### src/rtl/mem_port_arbiter.sv
// mem_port_arbiter
//   Arbitrates a single-ported memory between an instruction-fetch port and a
//   data port, with at most one transaction in flight. The data port has
//   priority, but fetch is guaranteed a grant once it has waited through
//   STARVE_MAX consecutive data grants.
//
// Ports
//   clk, reset            clock, synchronous active-high reset
//   if_req/if_addr        fetch request and address (held until if_gnt)
//   if_gnt/if_rvalid      one-cycle grant / read-data-valid pulses to fetch
//   if_rdata              last fetched word
//   d_req/d_we/d_addr     data request, write flag, address (held until d_gnt)
//   d_wdata               store data
//   d_gnt/d_rvalid        one-cycle grant / completion pulses to data port
//   d_rdata               last load data (unchanged by stores)
//   mem_en/mem_we         one-cycle memory strobe and write enable
//   mem_addr/mem_wdata    registered address and store data
//   mem_rdata             memory read data, valid MEM_LAT cycles after mem_en
//
// state  | meaning
// IDLE   | no transaction in flight; arbitrate this cycle
// BUSY_I | fetch read in flight, waiting for memory latency
// BUSY_D | data read or write in flight, waiting for memory latency

module mem_port_arbiter #(
  parameter int ADDR_W     = 64,
  parameter int DATA_W     = 64,
  parameter int MEM_LAT    = 2,
  parameter int STARVE_MAX = 4
) (
  input  logic              clk,
  input  logic              reset,
  input  logic              if_req,
  input  logic [ADDR_W-1:0] if_addr,
  output logic              if_gnt,
  output logic              if_rvalid,
  output logic [DATA_W-1:0] if_rdata,
  input  logic              d_req,
  input  logic              d_we,
  input  logic [ADDR_W-1:0] d_addr,
  input  logic [DATA_W-1:0] d_wdata,
  output logic              d_gnt,
  output logic              d_rvalid,
  output logic [DATA_W-1:0] d_rdata,
  output logic              mem_en,
  output logic              mem_we,
  output logic [ADDR_W-1:0] mem_addr,
  output logic [DATA_W-1:0] mem_wdata,
  input  logic [DATA_W-1:0] mem_rdata
);

  localparam logic [3:0] LAT_LD     = 4'(MEM_LAT);
  localparam logic [3:0] STARVE_LIM = 4'(STARVE_MAX);

  typedef enum logic [1:0] {
    IDLE   = 2'd0,
    BUSY_I = 2'd1,
    BUSY_D = 2'd2
  } state_t;

  state_t     state;
  state_t     state_nxt;
  logic [3:0] lat_cnt;
  logic [3:0] starve_cnt;
  logic       cur_we;
  logic       win_i;
  logic       win_d;
  logic       lat_tc;

  // state register
  always_ff @(posedge clk) begin
    if (reset) state <= IDLE;
    else       state <= state_nxt;
  end

  // next-state logic
  always_comb begin
    state_nxt = state;
    case (state)
      IDLE: begin
        if (win_i)      state_nxt = BUSY_I;
        else if (win_d) state_nxt = BUSY_D;
      end
      BUSY_I, BUSY_D: begin
        if (lat_tc) state_nxt = IDLE;
      end
      default: state_nxt = IDLE;
    endcase
  end

  // arbitration decision and latency terminal count
  always_comb begin
    win_i  = 1'b0;
    win_d  = 1'b0;
    lat_tc = (state != IDLE) && (lat_cnt == 4'd0);
    if (state == IDLE) begin
      // fetch wins outright when data is idle, or when it has been starved
      if (if_req && (!d_req || starve_cnt == STARVE_LIM)) win_i = 1'b1;
      else if (d_req)                                    win_d = 1'b1;
    end
  end

  // Registered outputs and datapath. The latency counter is loaded with
  // MEM_LAT in the grant cycle and reaches zero in the cycle where
  // mem_rdata is valid; that value is captured so rdata/rvalid appear
  // together one cycle later, which is also the next arbitration cycle.
  always_ff @(posedge clk) begin
    if (reset) begin
      if_gnt     <= 1'b0;
      d_gnt      <= 1'b0;
      mem_en     <= 1'b0;
      mem_we     <= 1'b0;
      mem_addr   <= '0;
      mem_wdata  <= '0;
      if_rvalid  <= 1'b0;
      d_rvalid   <= 1'b0;
      if_rdata   <= '0;
      d_rdata    <= '0;
      lat_cnt    <= 4'd0;
      starve_cnt <= 4'd0;
      cur_we     <= 1'b0;
    end else begin
      if_gnt <= win_i;
      d_gnt  <= win_d;
      mem_en <= win_i | win_d;
      mem_we <= win_d & d_we;

      if (win_i) begin
        mem_addr <= if_addr;
        cur_we   <= 1'b0;
      end
      if (win_d) begin
        mem_addr  <= d_addr;
        mem_wdata <= d_wdata;
        cur_we    <= d_we;
      end

      if (win_i || win_d)      lat_cnt <= LAT_LD;
      else if (lat_cnt != 4'd0) lat_cnt <= lat_cnt - 4'd1;

      if_rvalid <= lat_tc && (state == BUSY_I);
      d_rvalid  <= lat_tc && (state == BUSY_D);
      if (lat_tc && state == BUSY_I)            if_rdata <= mem_rdata;
      if (lat_tc && state == BUSY_D && !cur_we) d_rdata  <= mem_rdata;

      if (win_i)                               starve_cnt <= 4'd0;
      else if (state == IDLE && !if_req)       starve_cnt <= 4'd0;
      else if (win_d && starve_cnt != STARVE_LIM) starve_cnt <= starve_cnt + 4'd1;
    end
  end

endmodule

### config.mk
export PLATFORM = sky130hd
export DESIGN_NAME = mem_port_arbiter
export DESIGN_NICKNAME = d
export VERILOG_FILES = /design/src/rtl/mem_port_arbiter.sv
export SDC_FILE = /design/constraint.sdc
export NUM_CORES = 1
export LEC_CHECK = 0
export ABC_CLOCK_PERIOD_IN_PS = 2300
export CAP_MARGIN = 20
export CELL_PAD_IN_SITES_DETAIL_PLACEMENT = 0
export CELL_PAD_IN_SITES_GLOBAL_PLACEMENT = 1
export CORE_ASPECT_RATIO = 0.6
export CORE_MARGIN = 4
export CORE_UTILIZATION = 29
export DETAILED_ROUTE_END_ITERATION = 8
export GPL_TIMING_DRIVEN = 0
export HOLD_SLACK_MARGIN = 0.15
export PLACE_DENSITY_LB_ADDON = 0.1
export SLEW_MARGIN = 20
export SYNTH_ARGS = -nofsm -noshare
export SYNTH_HDL_FRONTEND = slang
export SYNTH_SLANG_ARGS = --single-unit
### constraint.sdc
create_clock -name clk -period 2.3 [get_ports clk]
set_input_delay 0.23 -clock clk [delete_from_list [all_inputs] [get_ports clk]]
set_output_delay 0.23 -clock clk [all_outputs]
set_load 0.1 [all_outputs]
# [Yosys cells after proc, flatten, opt, wreduce, memory -nomap -nowiden]
# Index checks and enable logic that the tools add are counted.
[classes] eq_ne=6 mux=15 bitwise_logic=2 add_sub_neg=2 reduce_logical=22
[op_table] cell="2-to-1 mux 64 bit" n=2
[op_table] cell="2-to-1 mux 2 bit" n=5
[op_table] cell="logical AND 1 bit" n=7
[op_table] cell="2-to-1 mux 1 bit" n=7
[op_table] cell="nonzero test 2 bit" n=3
[op_table] cell="adder 4 x 1 -> 4 bit (second input constant)" n=1
[op_table] cell="equality test 4 x 3 -> 1 bit (second input constant)" n=1
[op_table] cell="zero test 4 bit" n=1
[op_table] cell="!= test 4 x 3 -> 1 bit (second input constant)" n=1
[op_table] cell="one-hot mux 2 bit (2 select lines)" n=1
[op_table] cell="nonzero test 4 bit" n=1
[op_table] cell="OR reduction 2 bit" n=2
[op_table] cell="subtractor 4 x 1 -> 4 bit (second input constant)" n=1
[op_table] cell="zero test 1 bit" n=3
[op_table] cell="!= test 3 bit (second input constant)" n=1
[op_table] cell="OR reduction 3 bit" n=1
[op_table] cell="equality test 2 x 1 -> 1 bit (second input constant)" n=1
[op_table] cell="equality test 2 bit (second input constant)" n=1
[op_table] cell="zero test 2 bit" n=1
[op_table] cell="logical OR 1 bit" n=2
[op_table] cell="!= test 2 bit (second input constant)" n=1
[op_table] cell="AND reduction 2 bit" n=1
[op_table] cell="AND 1 bit" n=1
[op_table] cell="bitwise OR 1 bit" n=1
[word_totals] word_cells=62 regBits=273 input_bits=261

# [Depth between registers and ports, before layout]
[depth] ltp_word=8 ltp_mapped=8 mapped_depth_nobuf=5

# [Worst setup path after synthesis]
# No wires, ideal clock.
[synth_timing] kind="reg2reg" start="register starve_cnt[0]" end="register mem_addr[10]" stages_incl_launch_ff=8 required_time_ps=2241 setup_ps=59 arrival_time_ps=1851 period_less_slack_ps=1909 setup_slack_ps=391 path_buffers=2 path_cell_list="dfxtp_1 > inv_1 > ha_1 > and3b_1 > clkbuf_1 > o21ai_1 > clkbuf_1 > o221a_2"
[synth_via] elab_chain_len=6 elab_cells_between_ends=9
[synth_lines] item="from (decl)" line_no="64" rtl="logic [3:0] starve_cnt;"
[synth_lines] item="from (signal assigned)" line_no="148" rtl="else if (win_d && starve_cnt != STARVE_LIM) starve_cnt <= starve_cnt + 4'd1;"
[synth_lines] item="equality test 4 x 3 -> 1 bit (*)" line_no="98" rtl="if (if_req && (!d_req || starve_cnt == STARVE_LIM)) win_i = 1'b1;"
[synth_lines] item="logical OR 1 bit (*)" line_no="98"
[synth_lines] item="logical AND 1 bit (*)" line_no="98"
[synth_lines] item="2-to-1 mux 1 bit" line_no="98"
[synth_lines] item="2-to-1 mux 1 bit" line_no="96" rtl="if (state == IDLE) begin"
[synth_lines] item="2-to-1 mux 64 bit or nonzero test 2 bit (tied branches)"
[synth_lines] item="to (signal assigned)" line_no="129" rtl="mem_addr <= if_addr;"
[synth_lines] item="to (signal assigned)" line_no="133" rtl="mem_addr <= d_addr;"
[synth_lines] item="to (decl)" line_no="47" rtl="output logic [ADDR_W-1:0] mem_addr,"
# Mark *: on every way between the ends. The rest lies on a longest branch, timed or not.
# A chain may end at the register's enable or synchronous reset.

# [Final worst setup path]
[layout_timing] start="register d_rdata[39]" end="output port d_rdata[39]"
[layout_rtl] item="from (decl)" line_no="44" rtl="output logic [DATA_W-1:0] d_rdata,"
[layout_rtl] item="from (signal assigned)" line_no="144" rtl="if (lat_tc && state == BUSY_D && !cur_we) d_rdata <= mem_rdata;"
# No word-level cell between the ends.

==> metrics <==
clk sinks 273; WL per Instance 20.2 um; Clk pwr share 0.257; crit path cell chain clkdlybuf4s50_1; ratio of cells with drive above 1 in the final layout 0.0924; Max-Cap Viols 0; number of synthesized flops with an enable pin 0; Setup-failing EPs final 0; placed cells 2181; clock buffer count from CTS 29; gpl congestion 0.813; worst-path fanout max 2; TritonCTS clock tree done; top-count cell post-synth dfxtp_1; GR Overflow Total 0; sequential fraction of the synthesis area 0.505; clk_lat worst skew 0.55 ns; FF+latch count, synth 273; Combinational Power Share 0.456; Max Root-Sink Buffers 3; synth warn 0; first-pass GRT wire length 66400 um; family with the most delay on the worst path buffers and inverters; outcome completed; final hold violation count 0; Area growth syn-to-layout 64.8%; Main synth FF type dfxtp_1; Final period util 0.986; slowest stage delay, CP 1.15 ns; Routed Antenna Nets 0; leakage power 8.42 nW; Ports 523; DP Area 16700 um2; Buf/Inv on CP 1; Slew headroom 0.275; Fmax achieved 441 MHz; crit path DAT 2.04 ns; Die Width 257 um; core footprint 36600 um2; skew final 0.00991 ns; Root Driver clkbuf_16; Yosys top cell by area dfxtp_1; PwrDens 1120 nW/um2; Synth top cells by count dfxtp_1, nand2_1, mux2i_1; kind of critical path register to output pin; synth unique cells 42; syn nets 1421; drt first-iter violations 472; worst min path class input pin to register; Max Slew Vio Count 0; synthesized instance count 1155; post-route cell area 17800 um2; Worst VDD drop 0.000523 V; DR vias/cell 4.72; Initial Util 0.296; nets 1976; final WL 45100 um; NetSw 9.23 mW; post-synth top area share 0.505; top area cells in the synthesized netlist dfxtp_1, mux2i_1, nand2_1; gr usage total 0.209; Tmin final 2.27 ns; final core occ 0.488; largest net degree at the start of global routing 14; Post-Layout Cell Count 2236; Slew @ Worst Pin 1.09 ns; first-pass iteration count of the detailed router 5; # rows 54; DIE HEIGHT 158 um; synthesized area 10800 um2; Internal 10.8 mW; required arrival time at the worst endpoint 2.07 ns; clock-pin slew on the worst setup and hold paths 0.06 ns; initial antenna violation count 3; via count 10600; Avg Inst Size Synth 9.37 um2; Worst path slowest cell clkdlybuf4s50_1; DRC violations left 0; CP endpoint kind output pin; H-Tree Level Count 1; FFs w/ async S/R, synth 0; number of global-route vias before repair 10800; Die Area 40600 um2; I/O Buffers 521; HPWL Detailed 34800 um; startpoint type of the worst setup path register; Sequential Power Share 0.287; Switching Fraction 0.460
[kinds of logic after synthesis]
kind of cell | Yosys count | share of synthesized area
compound gates | 281 | 0.185
fa+ha+maj | 5 | 0.00578
buf+inv | 114 | 0.0474
flops | 273 | 0.505
mux | 128 | 0.118
simple gates | 354 | 0.138
[sequential cells by signal, indices dropped and copies added (netlist names)]
register    cells
d_rdata        64
if_rdata       64
mem_addr       64
mem_wdata      64
lat_cnt         4
starve_cnt      4
state           2
cur_we          1
d_gnt           1
d_rvalid        1
if_gnt          1
if_rvalid       1
mem_en          1
mem_we          1
[routing by layer]
layer,track usage,up-vias,part of all wire
met4,0.0498,4,0.024
met1,0.269,5040,0.44
li1,-,5185,-
met3,0.0534,57,0.056
met5,0,-,0.00051
met2,0.356,264,0.48
[area by class of cell]
class,instances,area (um2)
fillers,3589,18700
diodes,1,2.50
clock inverters,12,191
well taps,504,631
clock buffers,40,847
flip-flops and latches,273,5470
repair buffers,526,5270
inverters,7,26.3
multi-input cells,768,4860
plain buffers,105,534
[layout by cell type (no fill, tap or decap), types with 5 or more instances in the layout]
cell	instances
dlygate4sd2_1	153
dfxtp_1	273
nand3_1	68
inv_1	6
clkbuf_8	8
mux2i_1	128
a21oi_1	68
clkinv_2	5
o221a_2	65
ha_1	5
clkbuf_2	13
nor2_1	6
o21a_1	65
buf_4	11
bufinv_16	5
buf_8	5
clkdlybuf4s50_1	288
nand2_1	259
dlymetal6s2s_1	80
clkbuf_4	5
o21ai_0	72
clkbuf_16	29
clkbuf_1	72
[per-stage QoR]
| stage | TNS, ns | worst slack, ns | power (mW) | hold slack [ns] |
|---|---|---|---|---|
| CTS | 0 | 0.000232 | 20.2 | 0.199 |
| floorplan | 0 | 0.391 | 12.6 | 0.370 |
| detailed placement | -60.80 | -0.389 | 15.3 | 0.447 |
| global placement | -52.73 | -0.423 | 15.2 | 0.441 |
| global route | -0.0227 | -0.0121 | 20.8 | 0.210 |
| finish | 0 | 0.0327 | 20.0 | 0.227 |
[worst paths after layout]
check,from,slack (ns),cells past startpoint,endpoint
worst max-delay path,d_rdata[39],0.03,1,d_rdata[39]
worst min-delay path,d_we,0.23,3,mem_we
worst min register to register,mem_wdata[22],0.45,2,mem_wdata[22]
worst max register to register,lat_cnt[1],0.14,6,if_rdata[63]
[power by group through the flow]
| stage | clock, mW | sequential [mW] | combinational [mW] |
|---|---|---|---|
| floorplan | 0 | 10.5 | 2.13 |
| global placement | 0 | 5.84 | 9.34 |
| detailed placement | 0 | 5.87 | 9.39 |
| CTS | 5.26 | 5.76 | 9.19 |
| global route | 5.47 | 5.83 | 9.51 |
| finish | 5.15 | 5.76 | 9.14 |
[repair_timing]
item | in CTS | in global routing
setup endpoints to repair | 284 | 263
hold endpoints to repair | 2 | 0
resized for setup | 173 | 108
setup buffers | 0 | 3
hold buffers | 1 | 0
(Power assumes the default switching activity.)
